<file path="config.mk">
export PLATFORM = sky130hd
export DESIGN_NAME = router_1x3_top
export DESIGN_NICKNAME = d
export VERILOG_FILES = /design/src/rtl/router_pkg.sv /design/src/rtl/router_fifo.sv /design/src/rtl/router_1x3_top.sv
export SDC_FILE = /design/constraint.sdc
export NUM_CORES = 1
export LEC_CHECK = 0
export CORE_UTILIZATION = 31
export DETAILED_ROUTE_END_ITERATION = 8
export SLEW_MARGIN = 5
export SYNTH_ARGS = -nofsm -noshare
export SYNTH_HDL_FRONTEND = slang
export SYNTH_SLANG_ARGS = --single-unit
</file>
<file path="constraint.sdc">
create_clock -name clock -period 3.7 [get_ports clock]
set_clock_uncertainty 0.1 [all_clocks]
set_input_delay 0.74 -clock clock [delete_from_list [all_inputs] [get_ports clock]]
set_output_delay 0.74 -clock clock [all_outputs]
set_load 0.05 [all_outputs]
</file>
<file path="src/rtl/router_pkg.sv">
// Shared constants and FSM encoding for the 1x3 packet router.
package router_pkg;
   localparam int FIFO_DEPTH = 16;
   localparam int DATA_W = 8;
   localparam int PTR_W = $clog2(FIFO_DEPTH);
   localparam logic [1:0] ADDR_INVALID = 2'b11;

   typedef enum logic [2:0] {
      DECODE,
      WAIT_EMPTY,
      LOAD_DATA,
      CHECK,
      DROP
   } state_t;
endpackage

</file>
<file path="src/rtl/router_fifo.sv">
// 16x8 synchronous FIFO with occupancy count and registered read data.
module router_fifo
   import router_pkg::*;
(
   input  logic              clock,
   input  logic              rst,
   input  logic              wr_en,
   input  logic [DATA_W-1:0] din,
   input  logic              rd_en,
   output logic [DATA_W-1:0] dout,
   output logic              empty,
   output logic              full
);
   logic [DATA_W-1:0] mem [FIFO_DEPTH];
   logic [PTR_W-1:0]  wr_ptr_reg;
   logic [PTR_W-1:0]  rd_ptr_reg;
   logic [PTR_W:0]    count_reg;
   logic              do_wr;
   logic              do_rd;

   assign empty = (count_reg == '0);
   assign full  = (count_reg == (PTR_W+1)'(FIFO_DEPTH));
   assign do_wr = wr_en && !full;
   assign do_rd = rd_en && !empty;

   // Storage kept free of reset so it maps onto block RAM.
   always_ff @(posedge clock) begin
      if (do_wr)
         mem[wr_ptr_reg] <= din;
   end

   always_ff @(posedge clock or posedge rst) begin
      if (rst) begin
         wr_ptr_reg <= '0;
         rd_ptr_reg <= '0;
         count_reg  <= '0;
         dout       <= '0;
      end else begin
         if (do_wr)
            wr_ptr_reg <= wr_ptr_reg + 1'b1;
         if (do_rd) begin
            rd_ptr_reg <= rd_ptr_reg + 1'b1;
            dout       <= mem[rd_ptr_reg];
         end
         case ({do_wr, do_rd})
            2'b10:   count_reg <= count_reg + 1'b1;
            2'b01:   count_reg <= count_reg - 1'b1;
            default: count_reg <= count_reg;
         endcase
      end
   end
endmodule

</file>
<file path="src/rtl/router_1x3_top.sv">
// Byte-serial packet router: header steers each packet into one of three FIFOs,
// with parity checking and back-pressure on the source.
module router_1x3_top
   import router_pkg::*;
(
   input  logic              clock,
   input  logic              resetn,
   input  logic              pkt_valid,
   input  logic [DATA_W-1:0] data_in,
   input  logic              read_enb_0,
   input  logic              read_enb_1,
   input  logic              read_enb_2,
   output logic [DATA_W-1:0] data_out_0,
   output logic [DATA_W-1:0] data_out_1,
   output logic [DATA_W-1:0] data_out_2,
   output logic              valid_out_0,
   output logic              valid_out_1,
   output logic              valid_out_2,
   output logic              busy,
   output logic              error
);
   state_t            state_reg;
   logic [1:0]        addr_reg;
   logic [DATA_W-1:0] hold_reg;
   logic [DATA_W-1:0] parity_reg;
   logic              mismatch_reg;
   logic              error_reg;

   logic [2:0]        empty_w;
   logic [2:0]        full_w;
   logic [2:0]        rd_en_w;
   logic [2:0]        wr_en_w;
   logic [3:0]        empty_vec;
   logic [3:0]        full_vec;
   logic [DATA_W-1:0] dout_w [3];
   logic [DATA_W-1:0] wr_data;
   logic              wr_req;
   logic [1:0]        wr_port;
   logic [1:0]        hdr_addr;

   // Bit 3 pads the invalid address so any 2-bit address indexes safely.
   assign empty_vec = {1'b1, empty_w};
   assign full_vec  = {1'b0, full_w};
   assign hdr_addr  = data_in[1:0];
   assign rd_en_w   = {read_enb_2, read_enb_1, read_enb_0};

   genvar gi;
   generate
      for (gi = 0; gi < 3; gi++) begin : g_port
         router_fifo u_fifo (
            .clock (clock),
            .rst   (resetn),
            .wr_en (wr_en_w[gi]),
            .din   (wr_data),
            .rd_en (rd_en_w[gi]),
            .dout  (dout_w[gi]),
            .empty (empty_w[gi]),
            .full  (full_w[gi])
         );
      end
   endgenerate

   always_comb begin
      wr_req  = 1'b0;
      wr_port = addr_reg;
      wr_data = data_in;
      case (state_reg)
         DECODE: begin
            if (pkt_valid && hdr_addr != ADDR_INVALID && empty_vec[hdr_addr]) begin
               wr_req  = 1'b1;
               wr_port = hdr_addr;
            end
         end
         WAIT_EMPTY: begin
            if (empty_vec[addr_reg]) begin
               wr_req  = 1'b1;
               wr_data = hold_reg;
            end
         end
         LOAD_DATA: wr_req = !full_vec[addr_reg];
         default:   wr_req = 1'b0;
      endcase
      wr_en_w = {3{wr_req}} & (3'b001 << wr_port);
   end

   always_comb begin
      case (state_reg)
         WAIT_EMPTY, CHECK: busy = 1'b1;
         LOAD_DATA:         busy = full_vec[addr_reg];
         default:           busy = 1'b0;
      endcase
   end

   always_ff @(posedge clock or posedge resetn) begin
      if (resetn) begin
         state_reg    <= DECODE;
         addr_reg     <= '0;
         hold_reg     <= '0;
         parity_reg   <= '0;
         mismatch_reg <= 1'b0;
         error_reg    <= 1'b0;
      end else begin
         case (state_reg)
            DECODE: begin
               if (pkt_valid) begin
                  if (hdr_addr == ADDR_INVALID) begin
                     state_reg <= DROP;
                  end else begin
                     addr_reg <= hdr_addr;
                     if (empty_vec[hdr_addr]) begin
                        parity_reg <= data_in;
                        error_reg  <= 1'b0;
                        state_reg  <= LOAD_DATA;
                     end else begin
                        hold_reg  <= data_in;
                        state_reg <= WAIT_EMPTY;
                     end
                  end
               end
            end
            WAIT_EMPTY: begin
               if (empty_vec[addr_reg]) begin
                  parity_reg <= hold_reg;
                  error_reg  <= 1'b0;
                  state_reg  <= LOAD_DATA;
               end
            end
            LOAD_DATA: begin
               // The byte arriving with pkt_valid low is the parity byte itself.
               if (!full_vec[addr_reg]) begin
                  if (pkt_valid) begin
                     parity_reg <= parity_reg ^ data_in;
                  end else begin
                     mismatch_reg <= (parity_reg != data_in);
                     state_reg    <= CHECK;
                  end
               end
            end
            CHECK: begin
               error_reg <= mismatch_reg;
               state_reg <= DECODE;
            end
            DROP: begin
               if (!pkt_valid)
                  state_reg <= DECODE;
            end
            default: state_reg <= DECODE;
         endcase
      end
   end

   assign error       = error_reg;
   assign data_out_0  = dout_w[0];
   assign data_out_1  = dout_w[1];
   assign data_out_2  = dout_w[2];
   assign valid_out_0 = !empty_w[0];
   assign valid_out_1 = !empty_w[1];
   assign valid_out_2 = !empty_w[2];
endmodule

</file>
==> flow_metrics.env <==
export IMPL_drtPass1Iterations=5
export IMPL_clockRootBuffer="clkbuf_16"
export IMPL_pwr_density_cell_nw_per_um2=772.8
export IMPL_clock_power_share_pct=26.7
export IMPL_cts_resized=0
export IMPL_tightest_slew_ps=1100
export IMPL_dieHeight_um=253.3
export IMPL_p_leak_nw=8.161
export IMPL_dieArea_um2=64140
export IMPL_wl_per_cell_um=19.44
export IMPL_async_flop_share_pct=18.30
export IMPL_yosysTopAreaCell="edfxtp_1"
export IMPL_setup_worst_path_end_class="output port"
export IMPL_drt_iter0_drc=718
export IMPL_rows=91
export IMPL_p_seq_share_pct=40.2
export IMPL_cts_hold_buf=0
export IMPL_insertion_delay_ps=580
export IMPL_syn_avg_cell_area_um2=17.52
export IMPL_coreArea_um2=62050
export IMPL_cts_buffers=48
export IMPL_ys_ff_latch=470
export IMPL_maxSlewHeadroom_pct=26.39
export IMPL_finalNonFillerCells=2128
export IMPL_diodes=0
export IMPL_grt_use_total_pct=13.38
export IMPL_antenna_left=0
export IMPL_path_class="register to output port"
export IMPL_via_per_inst=4.745
export IMPL_syn_to_final_growth_pct=20.02
export IMPL_fin_nets=1292
export IMPL_port_buffers=42
export IMPL_final_util_pct=37.85
export IMPL_yosysSeqAreaShare_pct=69.91
export IMPL_largest_register_ff_count=384
export IMPL_syn_inst=1117
export IMPL_switching_share_pct=33.03
export IMPL_setup_viol=0
export IMPL_switching_power_mw=5.996
export IMPL_place_gp_congestion=0.8144
export IMPL_nFillCells=5644
export IMPL_holdWs_ps=370.0
export IMPL_postCtsSetupBuffers=0
export IMPL_layout_cells_most_common="edfxtp_1"
export IMPL_hpwlAfterDp_um=26970
export IMPL_drc_errors=0
export IMPL_grt_ovfl_total=0
export IMPL_synth_fp_nets=1157
export IMPL_period_share_pct=94.64
export IMPL_grt_max_degree=50
export IMPL_grt_setup_unrepaired="false"
export IMPL_yosysWarnings=0
export IMPL_vdd_drop_max_v=0.0003347
export IMPL_p_total_mw=18.15
export IMPL_die_w_um=253.3
export IMPL_finalCriticalPeriod_ps=3502
export IMPL_ios=43
export IMPL_r2r_slack_ps=250
export IMPL_final_cell_mix="edfxtp_1 (384), nand2_1 (131), mux4_2 (120)"
export IMPL_power_internal_mw=12.16
export IMPL_vias=10100
export IMPL_start_util_pct=31.54
export IMPL_slew_viol_final=0
export IMPL_maxCapViolations=0
export IMPL_synthTopCellsByArea="edfxtp_1 (59%), mux4_2 (14%), dfrtp_1 (11%)"
export IMPL_place_inst=2039
export IMPL_synth_top_area_share_pct=58.92
export IMPL_max_freq_mhz=285.6
export IMPL_grt_first_pass_wirelength_um=64440
export IMPL_status="complete, no violations"
export IMPL_drive_gt1_share_pct=26.80
export IMPL_cp_data_arrival_time_ps=2660
export IMPL_ys_flop_type="edfxtp_1"
export IMPL_path_max_fanout=8
export IMPL_hold_viol=0
export IMPL_syn_area_um2=19570
export IMPL_clockBufferDepth=3
export IMPL_antenna_found_initial=0
export IMPL_cts_clk_slew_worst_paths_ps=60
export IMPL_h_tree_depth=2
export IMPL_clkSinkCount=470
export IMPL_ys_types=67
export IMPL_crit_path_start_kind="register"
export IMPL_cp_data_required_time_ps=2860
export IMPL_synth_edff_count=384
export IMPL_cts_tree="built"
export IMPL_wl_um=41370
export IMPL_hp_class="register to register"
export IMPL_grt_pass1_vias=10600
export IMPL_power_frac_comb_pct=33.1
==> power by group through the flow <==
stage	logic, mW	registers [mW]	clock network [mW]
after floorplan	4.16	7.44	0
after global placement	6.01	7.39	0
after detailed placement	6.10	7.42	0
after CTS	6.11	7.32	4.97
after global routing	6.50	7.43	5.14
final	6.00	7.30	4.85
==> final timing paths <==
path	startpoint	to	cells past startpoint
worst max-delay path	g_port[0].u_fifo.count_reg[2]	busy	5
worst min-delay path	g_port[1].u_fifo.dout[7]	g_port[1].u_fifo.dout[7]	2
worst max register to register	g_port[0].u_fifo.count_reg[2]	g_port[1].u_fifo.count_reg[4]	15
worst min register to register	g_port[1].u_fifo.dout[7]	g_port[1].u_fifo.dout[7]	2
max in group asynchronous	resetn	g_port[2].u_fifo.dout[5]	3
min in group asynchronous	resetn	g_port[1].u_fifo.rd_ptr_reg[3]	2
==> cell type report <==
| cell class | count | area, µm² | share of cell area (%) |
|---|---|---|---|
| multi-input cells | 558 | 5609 | 23.88 |
| clock buffers | 64 | 1344 | 5.721 |
| well taps | 837 | 1047 | 4.459 |
| inverters | 30 | 117.6 | 0.5007 |
| clock inverters | 25 | 250.2 | 1.065 |
| flip-flops and latches | 470 | 13690 | 58.27 |
| repair buffers | 144 | 1434 | 6.105 |
==> cell families (layout without fill, tap and decap cells) <==
kind of cell,count (synthesis),after routing,synth area share [%]
DFF,470,470,69.91
xor gates and xnor gates,46,46,2.097
muxes,132,132,14.47
and+or+nand+nor,260,260,6.476
buffers and inverters,89,263,1.995
adders and majority gates,26,26,1.662
AOI/OAI and AO/OA,94,94,3.388
==> synth_stat cells, types with 3 or more instances <==
master      n
a21o_1      6
a21oi_1    13
a22oi_1     3
and2_1      7
and3_1     13
buf_1       7
buf_2      12
buf_6       5
clkbuf_1   34
dfrtp_1    86
edfxtp_1  384
ha_1       26
inv_1      29
mux2_2      3
mux2i_1     8
mux4_2    120
nand2_1   131
nand2b_1    7
nand3_1     3
nand4_1     8
nor2_1     46
nor2b_1     8
nor3_1     10
nor3_2      3
o211ai_1    8
o21ai_0    23
o21ai_1     9
o22ai_1     3
or2_2       4
xnor2_1    22
xor2_1     23
==> per-layer routing <==
| layer | part of all wire [%] | routed length, µm | global-route usage, % | vias to the layer above |
|---|---|---|---|---|
| li1 | - | - | - | 4607 |
| met1 | 43 | 17820 | 17.37 | 5222 |
| met2 | 50 | 20620 | 22.86 | 208 |
| met3 | 4.7 | 1948 | 2.087 | 60 |
| met4 | 2.4 | 978 | 4.312 | 0 |
| met5 | 0 | 0 | 0 | - |
==> critical path, cell delays in order (launching register included) <==
cell	delay, ps
dfrtp_1	490
nor4_4	520
a221oi_1	220
nor3_1	460
or2_2	200
buf_4	190
==> stage by stage <==
step	setup slack [ps]	instance area, µm²	TNS (ps)
after global placement	-366.3	21890	-374.0
final	198.3	23490	0
after detailed placement	-349.7	21890	-451.9
after floorplan	-311.1	19600	-119540
after global routing	13.12	23490	0
after CTS	181.5	23490	0
No activity file was read; power rests on OpenSTA's default activity.
